**config.mk**
```make
export PLATFORM = sky130hd
export DESIGN_NAME = uart_tx_arbiter
export DESIGN_NICKNAME = d
export VERILOG_FILES = /design/src/rtl/uart_arb_pkg.sv /design/src/rtl/rr_picker.sv /design/src/rtl/uart_tx_arbiter.sv
export SDC_FILE = /design/constraint.sdc
export NUM_CORES = 1
export LEC_CHECK = 0
export CAP_MARGIN = 20
export CORE_ASPECT_RATIO = 1.5
export CORE_UTILIZATION = 30
export DETAILED_ROUTE_END_ITERATION = 10
export PLACE_DENSITY = 0.68
export RECOVER_POWER = 25
export SETUP_SLACK_MARGIN = 0.4
export SLEW_MARGIN = 30
export SYNTH_ARGS = -nofsm -noshare
export SYNTH_HDL_FRONTEND = slang
export SYNTH_SLANG_ARGS = --single-unit
```
**constraint.sdc**
```tcl
create_clock -name clk -period 5.1 [get_ports clk]
set_input_delay 1.02 -clock clk [delete_from_list [all_inputs] [get_ports clk]]
set_output_delay 1.02 -clock clk [all_outputs]
set_load 0.05 [all_outputs]
```
**src/rtl/uart_arb_pkg.sv**
```systemverilog
// rtl/uart_arb_pkg.sv - shared state type and defaults for the UART transmit arbiter
package uart_arb_pkg;

  typedef enum logic [1:0] {
    IDLE = 2'd0,
    TX   = 2'd1,
    WAIT = 2'd2
  } arb_state_e;

  localparam int NREQ_DEF    = 3;
  localparam int TIMEOUT_DEF = 65535;

endpackage

```
**src/rtl/rr_picker.sv**
```systemverilog
// rtl/rr_picker.sv - combinational round-robin search starting just after the last winner
module rr_picker
  import uart_arb_pkg::*;
#(
  parameter int NREQ = NREQ_DEF,
  parameter int IW   = $clog2(NREQ)
) (
  input  logic [NREQ-1:0] req,
  input  logic [IW-1:0]   last,
  output logic            valid,
  output logic [IW-1:0]   idx
);

  int          cand;
  logic [IW-1:0] cand_w;

  // Walk offsets from farthest to nearest so the nearest set request after last wins
  always_comb begin
    valid  = |req;
    idx    = '0;
    cand   = 0;
    cand_w = '0;
    for (int k = NREQ; k >= 1; k--) begin
      cand   = (int'(last) + k) % NREQ;
      cand_w = IW'(cand);
      if (req[cand_w]) idx = cand_w;
    end
  end

endmodule

```
**src/rtl/uart_tx_arbiter.sv**
```systemverilog
// rtl/uart_tx_arbiter.sv - round-robin sharing of one UART transmitter; optional UART_TX_TIMEOUT_EN
module uart_tx_arbiter
  import uart_arb_pkg::*;
#(
  parameter int NREQ        = NREQ_DEF,
  parameter int TIMEOUT_CYC = TIMEOUT_DEF
) (
  input  logic              clk,
  input  logic              rst_n,
  input  logic [NREQ-1:0]   req,
  input  logic [8*NREQ-1:0] req_data,
  output logic [NREQ-1:0]   gnt,
  output logic [NREQ-1:0]   done,
  output logic              trmt,
  output logic [7:0]        resp,
  input  logic              tx_done,
  output logic              busy,
  input  logic              clr_err,
  output logic              tmo_err
);

  localparam int IW = $clog2(NREQ);

  arb_state_e      state_q;
  logic [IW-1:0]   last_q;
  logic [IW-1:0]   idx_q;
  logic [7:0]      resp_q;
  logic [NREQ-1:0] gnt_q;
  logic [NREQ-1:0] done_q;
  logic            trmt_q;

  logic            pick_valid;
  logic [IW-1:0]   pick_idx;
  logic [7:0]      pick_byte;
  logic            tmo_hit;

  rr_picker #(.NREQ(NREQ)) u_picker (
    .req   (req),
    .last  (last_q),
    .valid (pick_valid),
    .idx   (pick_idx)
  );

  // Select the winning requester's byte from the packed data bus
  always_comb begin
    pick_byte = '0;
    for (int i = 0; i < NREQ; i++) begin
      if (pick_idx == IW'(i)) pick_byte = req_data[8*i +: 8];
    end
  end

`ifdef UART_TX_TIMEOUT_EN
  localparam int CW = $clog2(TIMEOUT_CYC + 1);

  logic [CW-1:0] cnt_q;
  logic          tmo_q;

  assign tmo_hit = (cnt_q == CW'(TIMEOUT_CYC - 1));
  assign tmo_err = tmo_q;

  // Count WAIT cycles, restarting each time a byte is handed to the UART
  always_ff @(posedge clk or negedge rst_n) begin
    if (!rst_n) begin
      cnt_q <= '0;
    end else if (state_q == TX) begin
      cnt_q <= '0;
    end else if (state_q == WAIT) begin
      cnt_q <= cnt_q + CW'(1);
    end
  end

  // Sticky timeout flag; a fresh timeout outranks a simultaneous clear
  always_ff @(posedge clk or negedge rst_n) begin
    if (!rst_n) begin
      tmo_q <= 1'b0;
    end else if (state_q == WAIT && !tx_done && tmo_hit) begin
      tmo_q <= 1'b1;
    end else if (clr_err) begin
      tmo_q <= 1'b0;
    end
  end
`else
  logic unused_cfg;

  assign tmo_hit    = 1'b0;
  assign tmo_err    = 1'b0;
  assign unused_cfg = clr_err | (TIMEOUT_CYC == 0);
`endif

  // Arbitration FSM with registered gnt/done/trmt pulses and the held byte
  always_ff @(posedge clk or negedge rst_n) begin
    if (!rst_n) begin
      state_q <= IDLE;
      last_q  <= IW'(NREQ - 1);
      idx_q   <= '0;
      resp_q  <= 8'h00;
      gnt_q   <= '0;
      done_q  <= '0;
      trmt_q  <= 1'b0;
    end else begin
      gnt_q  <= '0;
      done_q <= '0;
      trmt_q <= 1'b0;
      case (state_q)
        IDLE: begin
          if (pick_valid) begin
            state_q <= TX;
            resp_q  <= pick_byte;
            idx_q   <= pick_idx;
            last_q  <= pick_idx;
            gnt_q   <= NREQ'(1) << pick_idx;
            trmt_q  <= 1'b1;
          end
        end
        TX: begin
          state_q <= WAIT;
        end
        WAIT: begin
          if (tx_done) begin
            done_q  <= NREQ'(1) << idx_q;
            state_q <= IDLE;
          end else if (tmo_hit) begin
            state_q <= IDLE;
          end
        end
        default: begin
          state_q <= IDLE;
        end
      endcase
    end
  end

  assign gnt  = gnt_q;
  assign done = done_q;
  assign trmt = trmt_q;
  assign resp = resp_q;
  assign busy = (state_q != IDLE);

endmodule

```
Word-level counts from Yosys, hierarchy flattened
Cells that the tools add are included.
Operators by class
  add/subtract/negate cells: 3
  div/mod/pow operators: 3
  reduce and logical (&&, ||, !) cells: 6
  eq/ne operators: 6
  multiplexer cells: 21
  shift operators: 2
  $lt $le $gt $ge: 3
Operators with widths (number)
  $mod A32 B3 Y32 const B: 3
  $mux W8: 3
  $mux W3: 4
  $mux W2: 5
  $lt A2 B3 Y1 const B: 3
  $add A2 B2 Y3 const B: 2
  $bmux W1 S2: 3
  $pmux W2 S3: 1
  $shl A1 B2 Y3 const A: 2
  $mux W1: 5
  $eq A2 B1 Y1 const B: 2
  $eq A2 B2 Y1 const B: 2
  $logic_not A2 Y1: 2
  $ne A2 B2 Y1 const B: 2
  $reduce_and A2 Y1: 2
  $add A2 B1 Y3 const B: 1
  $reduce_or A3 Y1: 1
  $reduce_bool A2 Y1: 1
Word-level totals
  bits in registers: 21

Longest topological paths before layout
Gate-level depths: netlist of the first run.
  word-level depth: 11
  mapped depth: 9

Hierarchy
Synthesis of the first run repeated with hierarchy kept, for this count alone.
Second synthesis, totals
  cells, all modules: 107
  area, all modules: 1091.0 um^2
By module, submodules not included
  uart_tx_arbiter: seq. area each 501.7 um^2, cells an instance 87, area each 940.9 um^2, times used 1
  rr_picker: seq. area each 0.0 um^2, cells an instance 20, area each 150.1 um^2, times used 1

Worst setup path before layout of the first run
No wires, ideal clock.
  kind: input to register
  start: input req[1]
  end: register resp_q[1] (netlist: resp[1])
  data required time: 4972 ps
  slack: 3027 ps
  stages on the path: 6
  arrival: 1945 ps
  path through: mux2i_1 > o2111ai_1 > a21oi_2 > buf_6 > mux2i_1 > o211ai_2
On the way
  longest elaborated chain between the ends: 9
  elaborated cells between the ends (all ways): 17
  classes of those cells: eq/ne: 2; mux: 12; reduce/logical: 3
RTL lines
  start, declared: RTL line uart_tx_arbiter.sv:10  | input logic [NREQ-1:0] req,
  $bmux W1 S2: RTL line rr_picker.sv:26  | if (req[cand_w]) idx = cand_w;
  $mux W1 (implied by the code): RTL line rr_picker.sv:26
  $mux W2 (3 in a row): RTL line rr_picker.sv:26
  $logic_not A2 Y1: RTL line uart_tx_arbiter.sv:48  | if (pick_idx == IW'(i)) pick_byte = req_data[8*i +: 8];
  $mux W8 (3 in a row): RTL line uart_tx_arbiter.sv:48
  end signal, assigned: RTL line uart_tx_arbiter.sv:108  | resp_q <= pick_byte;
  end, declared: RTL line uart_tx_arbiter.sv:27  | logic [7:0] resp_q;
Parallel ways exist; a longest one is shown, timed or not. The select of a mux whose other input is x is not followed.
A chain may end at the register's enable or synchronous reset.

Final worst setup path of the first run
  start: input req[1]
  end: register resp_q[5] (netlist: resp[5])
The elaborated chain is that of the path after synthesis.

==> reports/qor.tcl, run 1 <==
set qor(switchingPower_mw) 0.509
set qor(yosys_top_cell_area_share_pct) 42.3
set qor(timing.final.setup_violations) 0
set qor(grt.overflow.total) 0
set qor(synthCells) 98
set qor(tritoncts) {yes}
set qor(synthesis.nets) 133
set qor(die-width_um) 52.0
set qor(ys_types) 32
set qor(place_congestion) 0.760
set qor(seq_area_frac_synth_pct) 44.7
set qor(drt-pass1-iter-count) 3
set qor(post_synth_instance_area_sq_um) 1120
set qor(antenna_violations_before_repair) 0
set qor(grt_first_pass_wirelength_um) 4210
set qor(class_of_the_tightest_hold_or_removal_check) {reg -> reg}
set qor(tightest_slew_ps) 1070
set qor(power_density_nw_per_um2) 678
set qor(setup_repair_after_global_routing_missed_its_margin) {no}
set qor(ir_worst_vdd_mv) 0.336
set qor(pwr-share-clk_pct) 14.6
set qor(synthDominantAreaCellType) {sky130_fd_sc_hd__dfrtp_1}
set qor(crit_required_ps) 5240
set qor(num-nets-final) 176
set qor(layout.filler_cells) 316
set qor(cts_resized) 0
set qor(post_layout_nonfiller_instances) 182
set qor(design.core.area_sq_um) 3480
set qor(drive_gt1_share_pct) 13.6
set qor(cts_made_buffers) 3
set qor(internal-power_mw) 0.587
set qor(totalWireLength_um) 2610
set qor(design.portCount) 48
set qor(worst_setup_path_end_kind) {flop}
set qor(rows) 26
set qor(total_number_of_clock_tree_sinks) 20
set qor(synthArstFlopShare_pct) 100
set qor(cts.hold.buffers_added) 0
set qor(status) {finished, final reports clean}
set qor(p_sw_share_pct) 46.4
set qor(clockBufferDepth) 2
set qor(syn_avg_cell_area_sq_um) 11.5
set qor(ys_warn_count) 0
set qor(cap_violations) 0
set qor(synth-main-ff-cell) {sky130_fd_sc_hd__dfrtp_1}
set qor(drt_drc_violations_left) 0
set qor(place.port_buffers) 45
set qor(seq_power_share_pct) 24.5
set qor(report.final.hold_viol_count) 0
set qor(detail-route-antenna-nets) 0
set qor(post-cts-setup-buffer-count) 0
set qor(start_kind) {primary input}
set qor(initial_utilization_pct) 32.3
set qor(min_period_over_period_pct) 55.4
set qor(grt_start_max_net_pins) 21
set qor(post_drt_wl_per_cell_um) 14.4
set qor(fp.dieArea_sq_um) 4000
set qor(critPathKind) {in -> reg}
set qor(final.setup.tns_ps) 0
set qor(grt_pass1_vias) 967
set qor(max_slew_margin_pct) 28.4
set qor(synth.area.top_cells) {sky130_fd_sc_hd__dfrtp_1 (42%), sky130_fd_sc_hd__mux2i_1 (8.0%), sky130_fd_sc_hd__o211ai_2 (7.8%)}
set qor(critPathMaxFanout) 12
set qor(drt_iter0_drc) 10
set qor(p_comb_share_pct) 60.9
set qor(placed_cells) 178
set qor(fin_worst_skew_ps) 2.68
set qor(final-max-slew-violation-count) 0
set qor(clk_transition_reported_paths_ps) 80
set qor(final.min_clock_period_ps) 2830
set qor(clock_tree.htree_level_count) 1
set qor(ys_ff_latch) 20
set qor(die_height_um) 77.0
set qor(cp.arrival_ps) 2960
set qor(grt_util_all_layers_pct) 13.9
set qor(dr_vias) 899
set qor(cts-root-buf) {sky130_fd_sc_hd__clkbuf_8}
set qor(area.growth.synth_to_final_pct) 43.9
set qor(vias_per_cell) 4.94
set qor(dp_hpwl_um) 2050
set qor(fmaxAchievable_mhz) 354
set qor(leakage_power_nw) 0.684
set qor(number_of_flops_mapped_to_enable_cells_by_yosys) 0
set qor(diodes) 0
set qor(clkLatencyLatePin_ps) 260
[worst max-delay path, stage by stage]
cell,delay (ps)
sky130_fd_sc_hd__clkdlybuf4s50_1,500
sky130_fd_sc_hd__mux2i_1,250
sky130_fd_sc_hd__o2111ai_1,150
sky130_fd_sc_hd__a21oi_2,640
sky130_fd_sc_hd__mux2i_1,320
sky130_fd_sc_hd__o211ai_2,90
[flip-flops by register name, indices dropped and copies added, names as in the netlist]
register / count
trmt: 1
resp: 8
gnt: 3
done: 3
idx_q: 1
last_q: 2
state_q: 2
[path summary, 6_finish.rpt]
check / cells past startpoint / endpoint / slack [ps] / from
max: 6 / resp[5]$_DFFE_PN0P_ / 2270 / req[1]
min: 1 / done[0]$_DFF_PN0_ / 480 / idx_q[1]$_DFFE_PN0P_
max reg2reg: 7 / last_q[1]$_DFFE_PN1P_ / 2560 / last_q[1]$_DFFE_PN1P_
min reg2reg: 1 / done[0]$_DFF_PN0_ / 480 / idx_q[1]$_DFFE_PN0P_
max in group asynchronous: 1 / resp[6]$_DFFE_PN0P_ / 3530 / rst_n
min in group asynchronous: 1 / resp[4]$_DFFE_PN0P_ / 930 / rst_n
[kinds of logic (layout without fill, tap and decap cells)]
| family | count (synthesis) | count (layout) | share of synthesized area [%] |
|---|---|---|---|
| other cells | 1 | 1 | 0.334 |
| mux | 10 | 10 | 9.02 |
| flops | 20 | 20 | 44.7 |
| fa+ha+maj | 4 | 4 | 4.45 |
| simple gates | 33 | 33 | 16.8 |
| buf+inv | 11 | 53 | 8.02 |
| compound gates | 19 | 19 | 16.7 |
[cells in the final DEF, fill, tap and decap left out]
| cell | n |
|---|---|
| sky130_fd_sc_hd__ha_1 | 4 |
| sky130_fd_sc_hd__nand3b_1 | 3 |
| sky130_fd_sc_hd__dfrtp_1 | 19 |
| sky130_fd_sc_hd__inv_1 | 4 |
| sky130_fd_sc_hd__nor2b_1 | 2 |
| sky130_fd_sc_hd__a21o_1 | 1 |
| sky130_fd_sc_hd__o22a_1 | 2 |
| sky130_fd_sc_hd__nor3_1 | 3 |
| sky130_fd_sc_hd__or2_4 | 1 |
| sky130_fd_sc_hd__clkdlybuf4s50_1 | 44 |
| sky130_fd_sc_hd__clkbuf_1 | 1 |
| sky130_fd_sc_hd__o22ai_1 | 1 |
| sky130_fd_sc_hd__dfstp_2 | 1 |
| sky130_fd_sc_hd__nor2_1 | 3 |
| sky130_fd_sc_hd__o2111ai_1 | 1 |
| sky130_fd_sc_hd__mux2i_1 | 9 |
| sky130_fd_sc_hd__a21boi_1 | 1 |
| sky130_fd_sc_hd__or2_1 | 2 |
| sky130_fd_sc_hd__o211ai_2 | 7 |
| sky130_fd_sc_hd__nand2_1 | 8 |
| sky130_fd_sc_hd__a221o_1 | 2 |
| sky130_fd_sc_hd__nor3b_1 | 1 |
| sky130_fd_sc_hd__conb_1 | 1 |
| sky130_fd_sc_hd__o21ai_2 | 1 |
| sky130_fd_sc_hd__o211ai_1 | 1 |
| sky130_fd_sc_hd__clkbuf_8 | 3 |
| sky130_fd_sc_hd__and2_1 | 1 |
| sky130_fd_sc_hd__nand3_1 | 6 |
| sky130_fd_sc_hd__a21oi_2 | 1 |
| sky130_fd_sc_hd__mux2_2 | 1 |
| sky130_fd_sc_hd__nor3b_2 | 2 |
| sky130_fd_sc_hd__and2_2 | 1 |
| sky130_fd_sc_hd__o21a_1 | 1 |
| sky130_fd_sc_hd__bufinv_16 | 1 |
[power groups by stage]
| stage | sequential [mW] | clock, mW | combinational (mW) |
|---|---|---|---|
| global placement | 0.268 | 0 | 0.656 |
| detailed placement | 0.270 | 0 | 0.673 |
| floorplan | 0.428 | 0 | 0.378 |
| global route | 0.276 | 0.165 | 0.714 |
| finish | 0.269 | 0.160 | 0.667 |
| CTS | 0.269 | 0.162 | 0.675 |
[synthesized netlist by cell type, types with 2 or more instances]
cell type,n
sky130_fd_sc_hd__buf_6,6
sky130_fd_sc_hd__nand3_1,6
sky130_fd_sc_hd__nor2b_1,2
sky130_fd_sc_hd__o211ai_2,7
sky130_fd_sc_hd__o22a_1,2
sky130_fd_sc_hd__mux2i_1,9
sky130_fd_sc_hd__a221o_1,2
sky130_fd_sc_hd__nand3b_1,3
sky130_fd_sc_hd__or2_1,2
sky130_fd_sc_hd__nor3_1,3
sky130_fd_sc_hd__dfrtp_1,19
sky130_fd_sc_hd__nor2_1,3
sky130_fd_sc_hd__ha_1,4
sky130_fd_sc_hd__inv_1,4
sky130_fd_sc_hd__nand2_1,8
sky130_fd_sc_hd__nor3b_2,2
[metrics by stage]
step | hold slack [ps] | cell area (sq um) | total power [mW] | setup WS (ps) | utilization, %
global placement | 466 | 1550 | 0.925 | 2080 | 44.6
finish | 484 | 1620 | 1.10 | 2270 | 46.4
CTS | 490 | 1620 | 1.11 | 2260 | 46.6
floorplan | 446 | 1120 | 0.806 | 3030 | -
detailed placement | 473 | 1550 | 0.943 | 1970 | 44.6
global route | 515 | 1620 | 1.15 | 2100 | 46.4
[metal layers]
layer  part of all wire, %  vias to the layer above  GRT usage [%]
li1                      -                      428              -
met1                    39                      425           14.4
met2                    53                       39           25.9
met3                   5.2                        7           2.18
met4                   2.1                        0           5.68
met5                     0                        -              0
[layout make-up]
cell class                 count  area (sq um)  area share [%]
sequential                    20           502            31.0
inverter                       4          15.0           0.929
multi-input combinational     67           532            32.9
clock buffer                   3          41.3            2.55
timing repair buffer          45           444            27.5
clock inverter                 1          30.0            1.86
tap                           42          52.6            3.25
No activity file was read; power rests on OpenSTA's default activity.
==> run 2, diff against run 1 <==
PLACE_DENSITY = 0.7   (was 0.68)
clock period = 2.6 ns   (was 5.1 ns; I/O delays follow)
==> reports/qor.tcl, run 2 (same netlist as run 1, synthesis figures left out) <==
set qor(initial_utilization_pct) 32.3
set qor(final.min_clock_period_ps) 2210
set qor(class_of_the_tightest_hold_or_removal_check) {reg -> reg}
set qor(power_density_nw_per_um2) 1310
set qor(grt_first_pass_wirelength_um) 4530
set qor(worst_setup_path_end_kind) {flop}
set qor(leakage_power_nw) 0.710
set qor(report.final.hold_viol_count) 0
set qor(hold_path_depth) 1
set qor(layout.filler_cells) 336
set qor(clock_tree.htree_level_count) 1
set qor(drt-pass1-iter-count) 4
set qor(worst-r2r-cell-count) 8
set qor(place_congestion) 0.738
set qor(cp.arrival_ps) 2350
set qor(design.core.area_sq_um) 3480
set qor(hold_end) {done[1]$_DFF_PN0_}
set qor(area.growth.synth_to_final_pct) 48.0
set qor(ir_worst_vdd_mv) 0.654
set qor(timing.final.setup_violations) 0
set qor(dp_hpwl_um) 2180
set qor(grt_pass1_vias) 1030
set qor(min_period_over_period_pct) 85.0
set qor(start_kind) {flop}
set qor(fmaxAchievable_mhz) 452
set qor(final.setup.tns_ps) 0
set qor(worstHoldStart) {idx_q[1]$_DFFE_PN0P_}
set qor(regToRegSetupSlack_ps) 390
set qor(vias_per_cell) 5.03
set qor(fin_worst_skew_ps) 5.12
set qor(cts-root-buf) {sky130_fd_sc_hd__clkbuf_8}
set qor(antenna_violations_before_repair) 0
set qor(power_mw) 2.18
set qor(layout_common_cells) {sky130_fd_sc_hd__clkdlybuf4s50_1 (44), sky130_fd_sc_hd__dfrtp_1 (19), sky130_fd_sc_hd__mux2i_1 (9), sky130_fd_sc_hd__nand2_1 (8), sky130_fd_sc_hd__o211ai_2 (7)}
set qor(post_drt_wl_per_cell_um) 14.9
set qor(crit_required_ps) 2740
set qor(reg2reg_from) {last_q[1]$_DFFE_PN1P_}
set qor(status) {finished, final reports clean}
set qor(dr_vias) 951
set qor(commonest_non_fill_non_tap_cell_in_the_layout) {sky130_fd_sc_hd__clkdlybuf4s50_1}
set qor(drt_drc_violations_left) 0
set qor(die-width_um) 52.0
set qor(setup_repair_after_global_routing_missed_its_margin) {yes}
set qor(clk_transition_reported_paths_ps) 80
set qor(critPathMaxFanout) 9
set qor(detail-route-antenna-nets) 0
set qor(critical_path.cell_chain) {inv_1 -> ha_2 -> mux2i_1 -> o22ai_1 -> o21ai_2 -> buf_4 -> a221o_1 -> o22a_1}
set qor(num-nets-final) 183
set qor(clockBufferDepth) 2
set qor(cap_violations) 0
set qor(tritoncts) {yes}
set qor(critPathKind) {reg -> reg}
set qor(cts_made_buffers) 3
set qor(drive_gt1_share_pct) 19.0
set qor(totalWireLength_um) 2820
set qor(timing.rr.end) {resp[0]$_DFFE_PN0P_}
set qor(diodes) 0
set qor(cts.hold.buffers_added) 0
set qor(final-max-slew-violation-count) 0
set qor(grt_util_all_layers_pct) 15.0
set qor(rows) 26
set qor(clkLatencyLatePin_ps) 250
set qor(place.port_buffers) 45
set qor(max_slew_margin_pct) 26.4
set qor(grt_start_max_net_pins) 21
set qor(slowest_stage) {sky130_fd_sc_hd__dfstp_2}
set qor(tightest_slew_ps) 1100
set qor(design.portCount) 48
set qor(largest_register_ff_count) 8
set qor(total_number_of_clock_tree_sinks) 20
set qor(die_height_um) 77.0
set qor(grt.overflow.total) 0
set qor(cpPeakStageDelay_ps) 550
set qor(drt_iter0_drc) 22
set qor(fp.dieArea_sq_um) 4000
## run 2: changes by cell type in the layout (fill, tap and decap cells not counted), sizes merged
cell	previous run	this run
buf	0	6
bufinv	1	0
clkbuf	4	5
dlygate4sd3	0	1
## run 2: per-stage QoR
step	instances	util, %	setup WS [ps]	hold slack (ps)	cell area [sq um]
after global routing	189	47.8	312	507	1660
after global placement	183	45.7	298	464	1590
after detailed placement	183	45.7	264	471	1590
after CTS	187	47.4	428	480	1650
after floorplan	98	-	567	224	1120
final	189	47.8	390	482	1660
## run 2: routing by layer
layer	GRT usage, %	part of all wire (%)
met3	2.58	4.3
met1	15.6	37
met4	7.84	2.1
met2	27.2	57
met5	0	0
## run 2: final cells by class
cell class                      instances  area [sq um]  share of cell area (%)
Timing Repair Buffer                   52           499                    30.0
Sequential cell                        20           502                    30.2
Multi-Input combinational cell         67           539                    32.4
Inverter                                4          15.0                   0.903
Clock buffer                            4          55.1                    3.31
Tap cell                               42          52.6                    3.16
## run 2: critical path, delay by kind of cell, from the launching register on
| kind | cells | cell delay (ps) |
|---|---|---|
| AOI/OAI and AO/OA | 4 | 780 |
| adders and majority gates | 1 | 410 |
| buffers and inverters | 2 | 240 |
| DFF | 1 | 550 |
| muxes | 1 | 110 |
## run 2: what timing repair did
| item | CTS | global route |
|---|---|---|
| setup buffers | 0 | 2 |
| gates resized for setup | 2 | 1 |
| gates cloned | 0 | 0 |
| setup endpoints to repair | 11 | 8 |
| pin swaps | 1 | 1 |
## run 2: where the power goes
| part | switching [mW] | internal (mW) | leakage, nW |
|---|---|---|---|
| Sequential | 0.0812 | 0.450 | 0.250 |
| Combinational | 0.837 | 0.579 | 0.431 |
| Clock | 0.101 | 0.135 | 0.0288 |
## run 2: how the worst max path moves through the flow
| stage | startpoint | to | slack [ps] | cells past startpoint |
|---|---|---|---|---|
| final | last_q[1]$_DFFE_PN1P_ | resp[0]$_DFFE_PN0P_ | 390 | 8 |
| after global routing | last_q[0]$_DFFE_PN0P_ | resp[3]$_DFFE_PN0P_ | 310 | 8 |
| after detailed placement | req[1] | resp[3]$_DFFE_PN0P_ | 260 | 7 |
| after floorplan | last_q[1]$_DFFE_PN1P_ | resp[0]$_DFFE_PN0P_ | 570 | 9 |
| after global placement | req[1] | resp[2]$_DFFE_PN0P_ | 300 | 7 |
| after CTS | last_q[1]$_DFFE_PN1P_ | resp[0]$_DFFE_PN0P_ | 430 | 8 |
==> run 3, diff against run 2 <==
GPL_TIMING_DRIVEN = 0   (was unset)
==> reports/qor.tcl, run 3 (same netlist as run 1, synthesis figures left out) <==
set qor(status) {finished, final reports clean}
set qor(cap_violations) 0
set qor(diodes) 0
set qor(seq_power_share_pct) 22.3
set qor(post_layout_nonfiller_instances) 196
set qor(final.min_clock_period_ps) 2190
set qor(start_kind) {flop}
set qor(cts-root-buf) {sky130_fd_sc_hd__clkbuf_8}
set qor(switchingPower_mw) 1.09
set qor(pre_cts_ws_ps) 297
set qor(cp.arrival_ps) 2330
set qor(clkLatencyLatePin_ps) 250
set qor(placed_cells) 185
set qor(worst-r2r-cell-count) 10
set qor(sequential_cell_area_sq_um) 503
set qor(detail-route-antenna-nets) 0
set qor(fp.dieArea_sq_um) 4000
set qor(grt_util_all_layers_pct) 13.8
set qor(post_drt_wl_per_cell_um) 14.3
set qor(totalWireLength_um) 2800
set qor(commonest_non_fill_non_tap_cell_in_the_layout) {sky130_fd_sc_hd__clkdlybuf4s50_1}
set qor(reg2reg_from) {last_q[1]$_DFFE_PN1P_}
set qor(layout_common_cells) {sky130_fd_sc_hd__clkdlybuf4s50_1 (44), sky130_fd_sc_hd__dfrtp_1 (18), sky130_fd_sc_hd__nand2_1 (8), sky130_fd_sc_hd__buf_6 (7), sky130_fd_sc_hd__o211ai_2 (7)}
set qor(regToRegSetupSlack_ps) 410
set qor(critPathMaxFanout) 7
set qor(crit_required_ps) 2740
set qor(setup_repair_after_global_routing_missed_its_margin) {yes}
set qor(report.final.hold_viol_count) 0
set qor(vias_per_cell) 4.87
set qor(drt_iter0_drc) 17
set qor(num-nets-final) 190
set qor(final.hold.worst_slack_ps) 417
set qor(design.portCount) 48
set qor(cts.hold.buffers_added) 0
set qor(dr_vias) 954
set qor(worst_setup_path_end_kind) {flop}
set qor(dp_hpwl_um) 2060
set qor(clk_transition_reported_paths_ps) 70
set qor(clock_tree.htree_level_count) 1
set qor(tightest_slew_ps) 1020
set qor(place.port_buffers) 45
set qor(cts_made_buffers) 3
set qor(die_height_um) 77.0
set qor(top_layer_used) {met4}
set qor(fmaxAchievable_mhz) 456
set qor(tritoncts) {yes}
set qor(multi_input_comb_area_sq_um) 587
set qor(grt_start_max_net_pins) 21
set qor(wirelength_met1_um) 1030
set qor(fin_worst_skew_ps) 1.22
set qor(class_of_the_tightest_hold_or_removal_check) {in -> async}
set qor(ir_worst_vdd_mv) 0.613
set qor(pwr-share-clk_pct) 9.5
set qor(drive_gt1_share_pct) 27.9
set qor(p_comb_share_pct) 68.3
set qor(timing.final.setup_violations) 0
set qor(minimum_setup_slack_in_the_final_design_ps) 407
set qor(grt_first_pass_wirelength_um) 4170
set qor(total_number_of_clock_tree_sinks) 20
set qor(power_density_nw_per_um2) 1350
set qor(slowest_stage) {sky130_fd_sc_hd__dfstp_2}
set qor(internal-power_mw) 1.34
set qor(timing.rr.end) {resp[5]$_DFFE_PN0P_}
set qor(leakage_power_nw) 0.757
set qor(layout.filler_cells) 304
set qor(drt-pass1-iter-count) 3
set qor(critical_path.most_common_cell) {sky130_fd_sc_hd__buf_6}
set qor(area.growth.synth_to_final_pct) 60.2
set qor(design.core.area_sq_um) 3480
set qor(initial_utilization_pct) 32.3
set qor(rows) 26
set qor(min_period_over_period_pct) 84.3
set qor(place_congestion) 0.792
set qor(met3_length_um) 97
set qor(route.met2.wl_um) 1620
set qor(drt_drc_violations_left) 0
set qor(p_sw_share_pct) 44.8
set qor(max_slew_margin_pct) 31.7
set qor(clockBufferDepth) 2
set qor(grt.overflow.total) 0
set qor(grt_pass1_vias) 977
set qor(final-max-slew-violation-count) 0
set qor(largest_register_ff_count) 8
set qor(cpPeakStageDelay_ps) 580
set qor(final.setup.tns_ps) 0
set qor(antenna_violations_before_repair) 0
set qor(critPathKind) {reg -> reg}
set qor(die-width_um) 52.0
set qor(critical_path.cell_chain) {inv_2 -> ha_4 -> buf_6 -> nand3b_1 -> o2111ai_2 -> a21oi_2 -> buf_6 -> buf_12 -> mux2i_4 -> o211ai_2}
==> run 3: worst max path at each step <==
stage                          startpoint             endpoint  depth (start not counted)  slack (ps)
floorplan           last_q[1]$_DFFE_PN1P_  resp[0]$_DFFE_PN0P_                          9         570
global placement                   req[1]  resp[2]$_DFFE_PN0P_                          7         350
CTS                 last_q[1]$_DFFE_PN1P_  resp[2]$_DFFE_PN0P_                          9         410
global route        last_q[1]$_DFFE_PN1P_  resp[5]$_DFFE_PN0P_                         10         330
detailed placement                 req[1]  resp[2]$_DFFE_PN0P_                          7         300
finish              last_q[1]$_DFFE_PN1P_  resp[5]$_DFFE_PN0P_                         10         410
==> run 3: timing repair <==
| item | CTS | global route |
|---|---|---|
| resized for setup | 0 | 15 |
| endpoints found under the setup margin | 0 | 7 |
| setup buffers | 0 | 7 |
==> run 3: routing by layer <==
layer	vias up	track usage, %
met3	6	2.58
met5	-	0
li1	457	-
met4	0	7.03
met1	463	13.6
met2	28	25.5
==> run 3: final cells by class <==
class | instances | share of cell area, %
inverter | 4 | 0.834
buffer | 7 | 4.17
tap | 42 | 2.92
timing repair buffer | 52 | 28.5
sequential | 20 | 27.9
multi-input combinational | 67 | 32.6
clock buffer | 4 | 3.06
==> run 3: stage by stage <==
stage          cell area [sq um]  util (%)  power, mW
2_1_floorplan               1120         -       1.58
3_3_place_gp                1630      46.7       1.96
3_5_place_dp                1630      46.7       1.99
4_1_cts                     1680      48.3       2.23
5_1_grt                     1800      51.7       2.57
6_report                    1800      51.7       2.43
==> run 3: critical path, delay by kind of cell (launching register included) <==
family / cells / cell delay [ps]
AOI/OAI and AO/OA: 3 / 480
adders and majority gates: 1 / 210
buffers and inverters: 4 / 470
DFF: 1 / 580
muxes: 1 / 220
and+or+nand+nor: 1 / 120
==> run 3: power by group through the flow <==
stage                     Clock (mW)  Combinational (mW)  Sequential [mW]
after floorplan                    0               0.741            0.840
after global placement             0                1.42            0.531
after detailed placement           0                1.46            0.536
after CTS                      0.239                1.46            0.532
after global routing           0.252                1.76            0.558
final                          0.230                1.66            0.542
